$ cat config.mk
export PLATFORM = sky130hd
export DESIGN_NAME = fetch_stage
export DESIGN_NICKNAME = d
export VERILOG_FILES = /design/src/rtl/fetch_pkg.sv /design/src/rtl/fetch_pc_sel.sv /design/src/rtl/fetch_stage.sv
export SDC_FILE = /design/constraint.sdc
export NUM_CORES = 1
export LEC_CHECK = 0
export BUFFER_PORTS_ARGS = -buffer_cell sky130_fd_sc_hd__clkbuf_2
export CAP_MARGIN = 10
export CORE_ASPECT_RATIO = 1.75
export CORE_MARGIN = 4
export CORE_UTILIZATION = 30
export CTS_CLUSTER_SIZE = 8
export DETAILED_ROUTE_END_ITERATION = 6
export GPL_ROUTABILITY_DRIVEN = 0
export GPL_TIMING_DRIVEN = 0
export SYNTH_ARGS = -nofsm -noshare
export SYNTH_HDL_FRONTEND = slang
export SYNTH_SLANG_ARGS = --single-unit
$ cat constraint.sdc
create_clock -name clk -period 2.4 [get_ports clk]
set_clock_uncertainty 0.15 [all_clocks]
set_input_delay 0.36 -clock clk [delete_from_list [all_inputs] [get_ports clk]]
set_output_delay 0.36 -clock clk [all_outputs]
set_load 0.01 [all_outputs]
$ cat src/rtl/fetch_pkg.sv
// Shared types and constants for the instruction-fetch stage.
package fetch_pkg;

    typedef enum logic [2:0] {
        S_BOOT_HI = 3'd0,
        S_BOOT_LO = 3'd1,
        S_RUN     = 3'd2,
        S_INT_HI  = 3'd3,
        S_INT_LO  = 3'd4
    } fetch_state_t;

    localparam logic [15:0] NOP_INSTR = 16'h0000;

endpackage

$ cat src/rtl/fetch_pc_sel.sv
// Next-PC selection for the fetch stage: redirect priority mux plus the PC+1 adder.
module fetch_pc_sel #(
    parameter int ADDR_W = 32
) (
    input  logic [ADDR_W-1:0] pc,
    input  logic              pc_choose_memory,
    input  logic [ADDR_W-1:0] mem_pc,
    input  logic              jump_taken,
    input  logic [ADDR_W-1:0] jump_target,
    input  logic              stall,
    input  logic              int_want,
    output logic [ADDR_W-1:0] pc_next,
    output logic [ADDR_W-1:0] pc_plus1,
    output logic              redirect,
    output logic              hold,
    output logic              int_enter
);

    always_comb begin
        pc_plus1  = pc + ADDR_W'(1);
        redirect  = pc_choose_memory | jump_taken;
        hold      = !redirect && stall;
        int_enter = !redirect && !stall && int_want;

        // Interrupt entry keeps PC so it becomes the return address.
        if (pc_choose_memory)       pc_next = mem_pc;
        else if (jump_taken)        pc_next = jump_target;
        else if (stall || int_want) pc_next = pc;
        else                        pc_next = pc_plus1;
    end

endmodule

$ cat src/rtl/fetch_stage.sv
// Instruction-fetch stage: PC, boot/interrupt vector loading and the IF/ID register.
// Optional FETCH_PERF_EN adds saturating fetch and stall counters.
module fetch_stage
    import fetch_pkg::*;
#(
    parameter int              ADDR_W  = 32,
    parameter int              INSTR_W = 16,
    parameter logic [ADDR_W-1:0] RST_VEC = 32'd0,
    parameter logic [ADDR_W-1:0] INT_VEC = 32'd2
) (
    input  logic               clk,
    input  logic               reset,
    output logic [ADDR_W-1:0]  imem_addr,
    input  logic [INSTR_W-1:0] imem_rdata,
    input  logic               fetch_stall_cu,
    input  logic               hazard_stall,
    input  logic               flush_fetch,
    input  logic               jump_taken,
    input  logic [ADDR_W-1:0]  jump_target,
    input  logic               pc_choose_memory,
    input  logic [ADDR_W-1:0]  mem_pc,
    input  logic               interrupt_req,
    output logic [INSTR_W-1:0] instruction_f,
    output logic [ADDR_W-1:0]  pc_f,
    output logic               interrupt_signal_f,
    output logic               boot_done
`ifdef FETCH_PERF_EN
    ,
    output logic [15:0]        perf_fetch_cnt,
    output logic [15:0]        perf_stall_cnt
`endif
);

    fetch_state_t       state_q, state_d;
    logic [ADDR_W-1:0]  pc_q, pc_d;
    logic [INSTR_W-1:0] vec_hi_q, vec_hi_d;
    logic [INSTR_W-1:0] instr_q, instr_d;
    logic [ADDR_W-1:0]  pc_f_q, pc_f_d;
    logic               int_sig_q, int_sig_d;
    logic               boot_done_q, boot_done_d;
    logic               int_pending_q, int_pending_d;

    logic [ADDR_W-1:0]  pc_next, pc_plus1;
    logic               redirect, hold, int_enter, stall, int_want;

    assign stall    = fetch_stall_cu | hazard_stall;
    assign int_want = int_pending_q | interrupt_req;

    fetch_pc_sel #(.ADDR_W(ADDR_W)) u_pc_sel (
        .pc               (pc_q),
        .pc_choose_memory (pc_choose_memory),
        .mem_pc           (mem_pc),
        .jump_taken       (jump_taken),
        .jump_target      (jump_target),
        .stall            (stall),
        .int_want         (int_want),
        .pc_next          (pc_next),
        .pc_plus1         (pc_plus1),
        .redirect         (redirect),
        .hold             (hold),
        .int_enter        (int_enter)
    );

    always_comb begin
        state_d       = state_q;
        pc_d          = pc_q;
        vec_hi_d      = vec_hi_q;
        instr_d       = instr_q;
        pc_f_d        = pc_f_q;
        int_sig_d     = int_sig_q;
        boot_done_d   = boot_done_q;
        int_pending_d = int_pending_q;
        imem_addr     = pc_q;

        case (state_q)
            S_BOOT_HI: begin
                imem_addr = RST_VEC;
                vec_hi_d  = imem_rdata;
                state_d   = S_BOOT_LO;
            end
            S_BOOT_LO: begin
                imem_addr   = RST_VEC + ADDR_W'(1);
                pc_d        = ADDR_W'({vec_hi_q, imem_rdata});
                boot_done_d = 1'b1;
                state_d     = S_RUN;
            end
            S_RUN: begin
                imem_addr     = pc_q;
                pc_d          = pc_next;
                int_pending_d = int_enter ? 1'b0 : int_want;
                if (int_enter) state_d = S_INT_HI;

                if (flush_fetch || redirect) begin
                    instr_d   = INSTR_W'(NOP_INSTR);
                    pc_f_d    = '0;
                    int_sig_d = 1'b0;
                end else if (!hold) begin
                    if (int_enter) begin
                        instr_d   = INSTR_W'(NOP_INSTR);
                        pc_f_d    = pc_q;
                        int_sig_d = 1'b1;
                    end else begin
                        instr_d   = imem_rdata;
                        pc_f_d    = pc_plus1;
                        int_sig_d = 1'b0;
                    end
                end
            end
            S_INT_HI, S_INT_LO: begin
                // Pipeline drains with NOPs; redirects and new requests are absorbed here.
                instr_d   = INSTR_W'(NOP_INSTR);
                pc_f_d    = '0;
                int_sig_d = 1'b0;
                if (state_q == S_INT_HI) begin
                    imem_addr = INT_VEC;
                    vec_hi_d  = imem_rdata;
                    state_d   = S_INT_LO;
                end else begin
                    imem_addr = INT_VEC + ADDR_W'(1);
                    pc_d      = ADDR_W'({vec_hi_q, imem_rdata});
                    state_d   = S_RUN;
                end
            end
            default: state_d = S_BOOT_HI;
        endcase
    end

    always_ff @(posedge clk) begin
        if (!reset) begin
            state_q       <= S_BOOT_HI;
            pc_q          <= '0;
            vec_hi_q      <= '0;
            instr_q       <= INSTR_W'(NOP_INSTR);
            pc_f_q        <= '0;
            int_sig_q     <= 1'b0;
            boot_done_q   <= 1'b0;
            int_pending_q <= 1'b0;
        end else begin
            state_q       <= state_d;
            pc_q          <= pc_d;
            vec_hi_q      <= vec_hi_d;
            instr_q       <= instr_d;
            pc_f_q        <= pc_f_d;
            int_sig_q     <= int_sig_d;
            boot_done_q   <= boot_done_d;
            int_pending_q <= int_pending_d;
        end
    end

    assign instruction_f      = instr_q;
    assign pc_f               = pc_f_q;
    assign interrupt_signal_f = int_sig_q;
    assign boot_done          = boot_done_q;

`ifdef FETCH_PERF_EN
    logic [15:0] perf_fetch_q, perf_fetch_d;
    logic [15:0] perf_stall_q, perf_stall_d;
    logic        fetch_load;

    always_comb begin
        fetch_load   = (state_q == S_RUN) && !flush_fetch && !redirect && !hold && !int_enter;
        perf_fetch_d = perf_fetch_q;
        perf_stall_d = perf_stall_q;
        if (fetch_load && perf_fetch_q != 16'hFFFF)
            perf_fetch_d = perf_fetch_q + 16'd1;
        if (state_q == S_RUN && stall && perf_stall_q != 16'hFFFF)
            perf_stall_d = perf_stall_q + 16'd1;
    end

    always_ff @(posedge clk) begin
        if (!reset) begin
            perf_fetch_q <= '0;
            perf_stall_q <= '0;
        end else begin
            perf_fetch_q <= perf_fetch_d;
            perf_stall_q <= perf_stall_d;
        end
    end

    assign perf_fetch_cnt = perf_fetch_q;
    assign perf_stall_cnt = perf_stall_q;
`endif

endmodule

Word-level counts from Yosys, hierarchy flattened
Index checks and enable logic that the tools add are counted.
Cells by class
  $add $sub $neg: 1
  multiply operators: 0
  divide/modulo/power cells: 0
  $lt $le $gt $ge: 0
  eq/ne operators: 9
  shift-type cells: 0
  multiplexer cells: 25
  bitwise operators: 3
  reductions and logical operators: 15
Operator list (number)
  $mux 32: 7
  $pmux 32 s3: 2
  $mux 16: 4
  $pmux 16 s2: 2
  $pmux 32 s2: 1
  $add 32x1->32 const B: 1
  $pmux 3 s4: 1
  $eq 3x2->1 const B: 2
  $mux 3: 2
  $ne 2x2->1 const B: 3
  $mux 1: 5
  $ne 4x4->1 const B: 1
  $reduce_and 2->1: 2
  $reduce_bool 2->1: 2
  $eq 3x1->1 const B: 1
  $eq 3x3->1 const B: 1
  $logic_and 1x1->1: 3
  $logic_not 3->1: 1
  $ne 3x3->1 const B: 1
  $or 1x1->1: 3
  $reduce_and 3->1: 1
  $reduce_bool 3->1: 1
  $logic_not 1->1: 2
  $logic_or 1x1->1: 2
  other kinds (2): 2
Storage, ports and cells
  flip-flop bits (word level): 102
  latch bits: 0
  bits in writable memories: 0
  ROM bits: 0
  bits of input ports: 88
  logic and storage cells: 61
  memories kept: 0

Longest topological paths before layout
  word-level depth: 8
  mapped depth: 9
  depth with buffers taken out: 6

Cells and area by module
A second synthesis with hierarchy kept.
Unflattened totals
  cells, all modules: 849
  area total of the unflattened synthesis: 6950.4 um^2
Modules (own cells, without submodules)
  fetch_stage: times used 1, cells each 538, area an instance 5019.8 um^2, sequential area each 2042.0 um^2
  fetch_pc_sel: times used 1, cells each 311, area an instance 1930.6 um^2, sequential area each 0.0 um^2

Least setup slack after synthesis
Ideal clock, no wire load.
  path kind: flip-flop to flip-flop
  start: reg pc_q[0]
  end: reg pc_q[31]
  library setup time: 0.127 ns
  arrival time: 1.932 ns
  data required time: 2.123 ns
  slack: 0.191 ns
  stages on the path, launching flop included: 10
  clock period less this slack: 2.209 ns
  path through: dfxtp_1 -> buf_2 -> nand3_2 -> or4_1 -> buf_2 -> buf_6 -> buf_6 -> o31ai_1 -> nand3_1 -> o2bb2ai_1
On the way
  longest elaborated chain between the ends: 5
Ends and longest elaborated chain
  start, declared: line fetch_stage.sv:35  | logic [ADDR_W-1:0] pc_q, pc_d;
  start signal, assigned: line fetch_stage.sv:140  | pc_q <= pc_d;
  $add 32x1->32: line fetch_pc_sel.sv:20  | pc_plus1 = pc + ADDR_W'(1);
  $mux 32: line fetch_pc_sel.sv:28  | else if (stall || int_want) pc_next = pc;
  $mux 32: line fetch_pc_sel.sv:27  | else if (jump_taken) pc_next = jump_target;
  $mux 32: line fetch_pc_sel.sv:26  | if (pc_choose_memory) pc_next = mem_pc;
  $pmux 32 s3: line fetch_stage.sv:75  | case (state_q)
No other way between the ends. The select of a mux whose other input is x is not followed.
A chain may end at the register's enable or synchronous reset.

Worst setup path after layout
  start: reg state_q[0]
  end: out imem_addr[0]
On the way
  longest elaborated chain between the ends: 3
Ends and longest elaborated chain
  start, declared: line fetch_stage.sv:34  | fetch_state_t state_q, state_d;
  start signal, assigned: line fetch_stage.sv:139  | state_q <= state_d;
  $eq 3x2->1 / $eq 3x3->1 (equally long branches): line fetch_stage.sv:75, fetch_stage.sv:114
  $mux 1 / $reduce_or 2->1 (equally long branches): line fetch_stage.sv:114, fetch_stage.sv:75
  $pmux 32 s3 *: line fetch_stage.sv:75
  end, declared: line fetch_stage.sv:13  | output logic [ADDR_W-1:0] imem_addr,
Every way passes the cells marked *; elsewhere a longest branch is shown, timed or not.

==> flow_metrics.env <==
export IMPL_crit_arrival_ns=1.87
export IMPL_nets=1031
export IMPL_grt_usage_pct=23.5
export IMPL_final_util_pct=39.9
export IMPL_finalWirelength_mm=27.1
export IMPL_grt_pass1_vias=6607
export IMPL_crit_fanout=10
export IMPL_via_per_inst=5.64
export IMPL_async_flop_share_pct=0
export IMPL_synthCells=752
export IMPL_clock_latency_ns=0.35
export IMPL_vias=6725
export IMPL_first_pass_iters=7
export IMPL_maxCapViolCount=0
export IMPL_synthesis_area_um2=6020
export IMPL_cts_htree_levels=3
export IMPL_ctsHoldBuffers=0
export IMPL_cts_tree="built"
export IMPL_placed_cells=1166
export IMPL_worstMarginPinSlew_ns=0.953
export IMPL_critPathKind="register to output port"
export IMPL_die_height_um=195
export IMPL_crit_path_end_kind="output port"
export IMPL_slew_viol_final=0
export IMPL_relSlewSlack_pct=36.5
export IMPL_switching_share_pct=35.9
export IMPL_diodes=0
export IMPL_p_seq_share_pct=37.5
export IMPL_drtAntennaViolNets=0
export IMPL_yosys_cell_types_count=70
export IMPL_drtIter0Drc=478
export IMPL_cts_made_buffers=9
export IMPL_ys_seq_area_share_pct=33.9
export IMPL_io_buffers=169
export IMPL_p_int_mw=3.38
export IMPL_setup_viol=0
export IMPL_p_leak_nw=3.04
export IMPL_grt_max_degree=17
export IMPL_finalNonFillerCells=1192
export IMPL_areaGrowthSynthToFinish_pct=31.0
export IMPL_floorplan_initialDensity_pct=30.5
export IMPL_synth_edf_count=0
export IMPL_status="finished clean"
export IMPL_yosys_warnings=0
export IMPL_cp_start_kind="register"
export IMPL_coreArea_um2=19700
export IMPL_min_period_over_period_pct=99.1
export IMPL_drive_gt1_share_pct=32.7
export IMPL_post_route_min_period_ns=2.38
export IMPL_wire_per_inst_um=22.8
export IMPL_std_cell_rows=68
export IMPL_root_buffer="clkbuf_16"
export IMPL_die_x_um=115
export IMPL_vdd_drop_max_uv=473
export IMPL_die_area_um2=22500
export IMPL_syn_num_nets=841
export IMPL_rsz0062_at_grt="yes"
export IMPL_power_density_nw_per_um2=668
export IMPL_synth_area_per_cell_um2=8.00
export IMPL_clockBufferDepth=2
export IMPL_overflow=0
export IMPL_drc=0
export IMPL_pwr_share_comb_pct=32.7
export IMPL_clk_pin_slew_worst_paths_ns=0.07
export IMPL_hold_viol_final=0
export IMPL_cp_required_ns=1.89
export IMPL_switchingPower_mw=1.89
export IMPL_antenna_found_initial=0
export IMPL_grt_pass1_wl_mm=39.8
export IMPL_synth_ff_type="dfxtp_1"
export IMPL_hpwl_mm=21.5
export IMPL_hold_path_class="primary input to register"
export IMPL_ys_ff_latch=102
export IMPL_fmax_mhz=421
export IMPL_cts_sinks=102
export IMPL_boundaryPins=170
export IMPL_clockPowerShare_pct=29.8
export IMPL_hold_slack_ns=0.144
-- layer usage --
metal,share of wire (%),vias up,wire length [um],global-route usage (%)
met4,6.8,0,1850,14.4
li1,-,3155,-,-
met5,0,-,0,0
met3,6.2,92,1680,3.35
met2,52,323,14100,42.6
met1,35,3155,9530,24.8
-- power by group through the flow --
stage	Clock [mW]	Sequential [mW]	Combinational, mW
final	1.57	1.98	1.72
after global routing	1.64	1.99	1.84
after CTS	1.57	1.95	1.63
after detailed placement	0	1.98	1.55
after global placement	0	1.97	1.54
after floorplan	0	1.95	1.01
-- cells in the final DEF, fill, tap and decap left out, types with 27 or more instances in the layout --
cell / n
a21oi_1: 36
clkbuf_2: 180
dfxtp_1: 96
nand2_1: 66
nor2_1: 61
nor2b_1: 31
o21ai_0: 29
o2bb2ai_1: 27
xnor2_1: 36
-- cell type report --
cell class,count,area [um^2]
clock inverters,4,55.1
clock buffers,12,256
fillers,2105,11900
repair buffers,185,966
flip-flops and latches,102,2050
well taps,245,307
inverters,7,26.3
multi-input cells,559,3750
plain buffers,78,469
-- timing repair --
action / CTS / global route
setup buffers: 5 / 11
endpoints found under the setup margin: 103 / 103
gates resized for setup: 56 / 53
pin swaps: 1 / 5
-- final timing paths --
path                            slack, ns  cells past startpoint            to            from
worst min register to register       0.31                      2   vec_hi_q[2]     vec_hi_q[2]
worst max register to register       0.03                      9      pc_q[31]        pc_q[12]
worst max-delay path                 0.02                      6  imem_addr[0]      state_q[0]
worst min-delay path                 0.14                      3  vec_hi_q[11]  imem_rdata[11]
-- sequential cells by signal, summed over array words and instances, names as in the netlist --
| signal | cells |
|---|---|
| interrupt_signal_f | 1 |
| pc_q | 32 |
| vec_hi_q | 16 |
| instruction_f | 16 |
| pc_f | 32 |
| state_q | 3 |
| int_pending_q | 1 |
| boot_done | 1 |
-- through the flow --
step	cell area [um^2]	power, mW	worst slack, ns	setup TNS (ns)
floorplan	6020	2.96	0.191	0
global placement	7170	3.52	-0.613	-23.72
detailed placement	7170	3.53	-0.542	-24.47
CTS	7690	5.16	0.00279	0
global route	7880	5.47	-0.0656	-0.114
finish	7880	5.27	0.0224	0
-- worst max-delay path: stages (launching register included) --
cell,delay (ns)
dfxtp_1,0.35
buf_2,0.27
nor2b_2,0.30
nor3_4,0.09
clkbuf_4,0.21
nor2_1,0.15
clkbuf_2,0.15
-- cells in the mapped netlist (3+ instances only) --
cell type,number,area [um^2]
a2111oi_0,6,52.6
a211oi_1,8,60.1
a21oi_1,37,185
a221oi_1,16,140
a22oi_1,26,195
a31o_2,5,43.8
a31oi_1,6,37.5
and2_1,4,25.0
and3_1,8,50.1
and4_1,7,61.3
buf_1,6,22.5
buf_2,23,115
buf_6,3,33.8
clkbuf_1,49,184
dfxtp_1,102,2040
inv_1,5,18.8
mux2i_1,4,40.0
nand2_1,67,251
nand2b_1,3,18.8
nand3_1,25,125
nand4_1,9,56.3
nor2_1,63,236
nor2b_1,33,206
nor3_1,22,110
nor3_2,4,40.0
nor4_1,13,81.3
nor4_2,4,50.1
o211ai_1,9,67.6
o21a_1,10,75.1
o21ai_0,29,145
o21ai_1,3,15.0
o221ai_1,11,96.3
o22ai_1,5,31.3
o2bb2ai_1,27,236
o32ai_1,4,35.0
or3_1,7,43.8
or4_1,6,45.0
xnor2_1,36,315
xor2_1,8,70.1
-- logic make-up (layout without fill, tap and decap cells) --
family	Yosys count	in the layout	synth area share, %
buffers and inverters	91	286	6.67
AO/OA/AOI/OAI	224	224	27.2
adder cells (fa/ha/maj)	1	1	0.208
XOR/XNOR	44	44	6.40
AND/OR/NAND/NOR	285	285	24.8
multiplexers	5	5	0.852
flip-flops	102	102	33.9
Power figures use the tool's default switching activity.
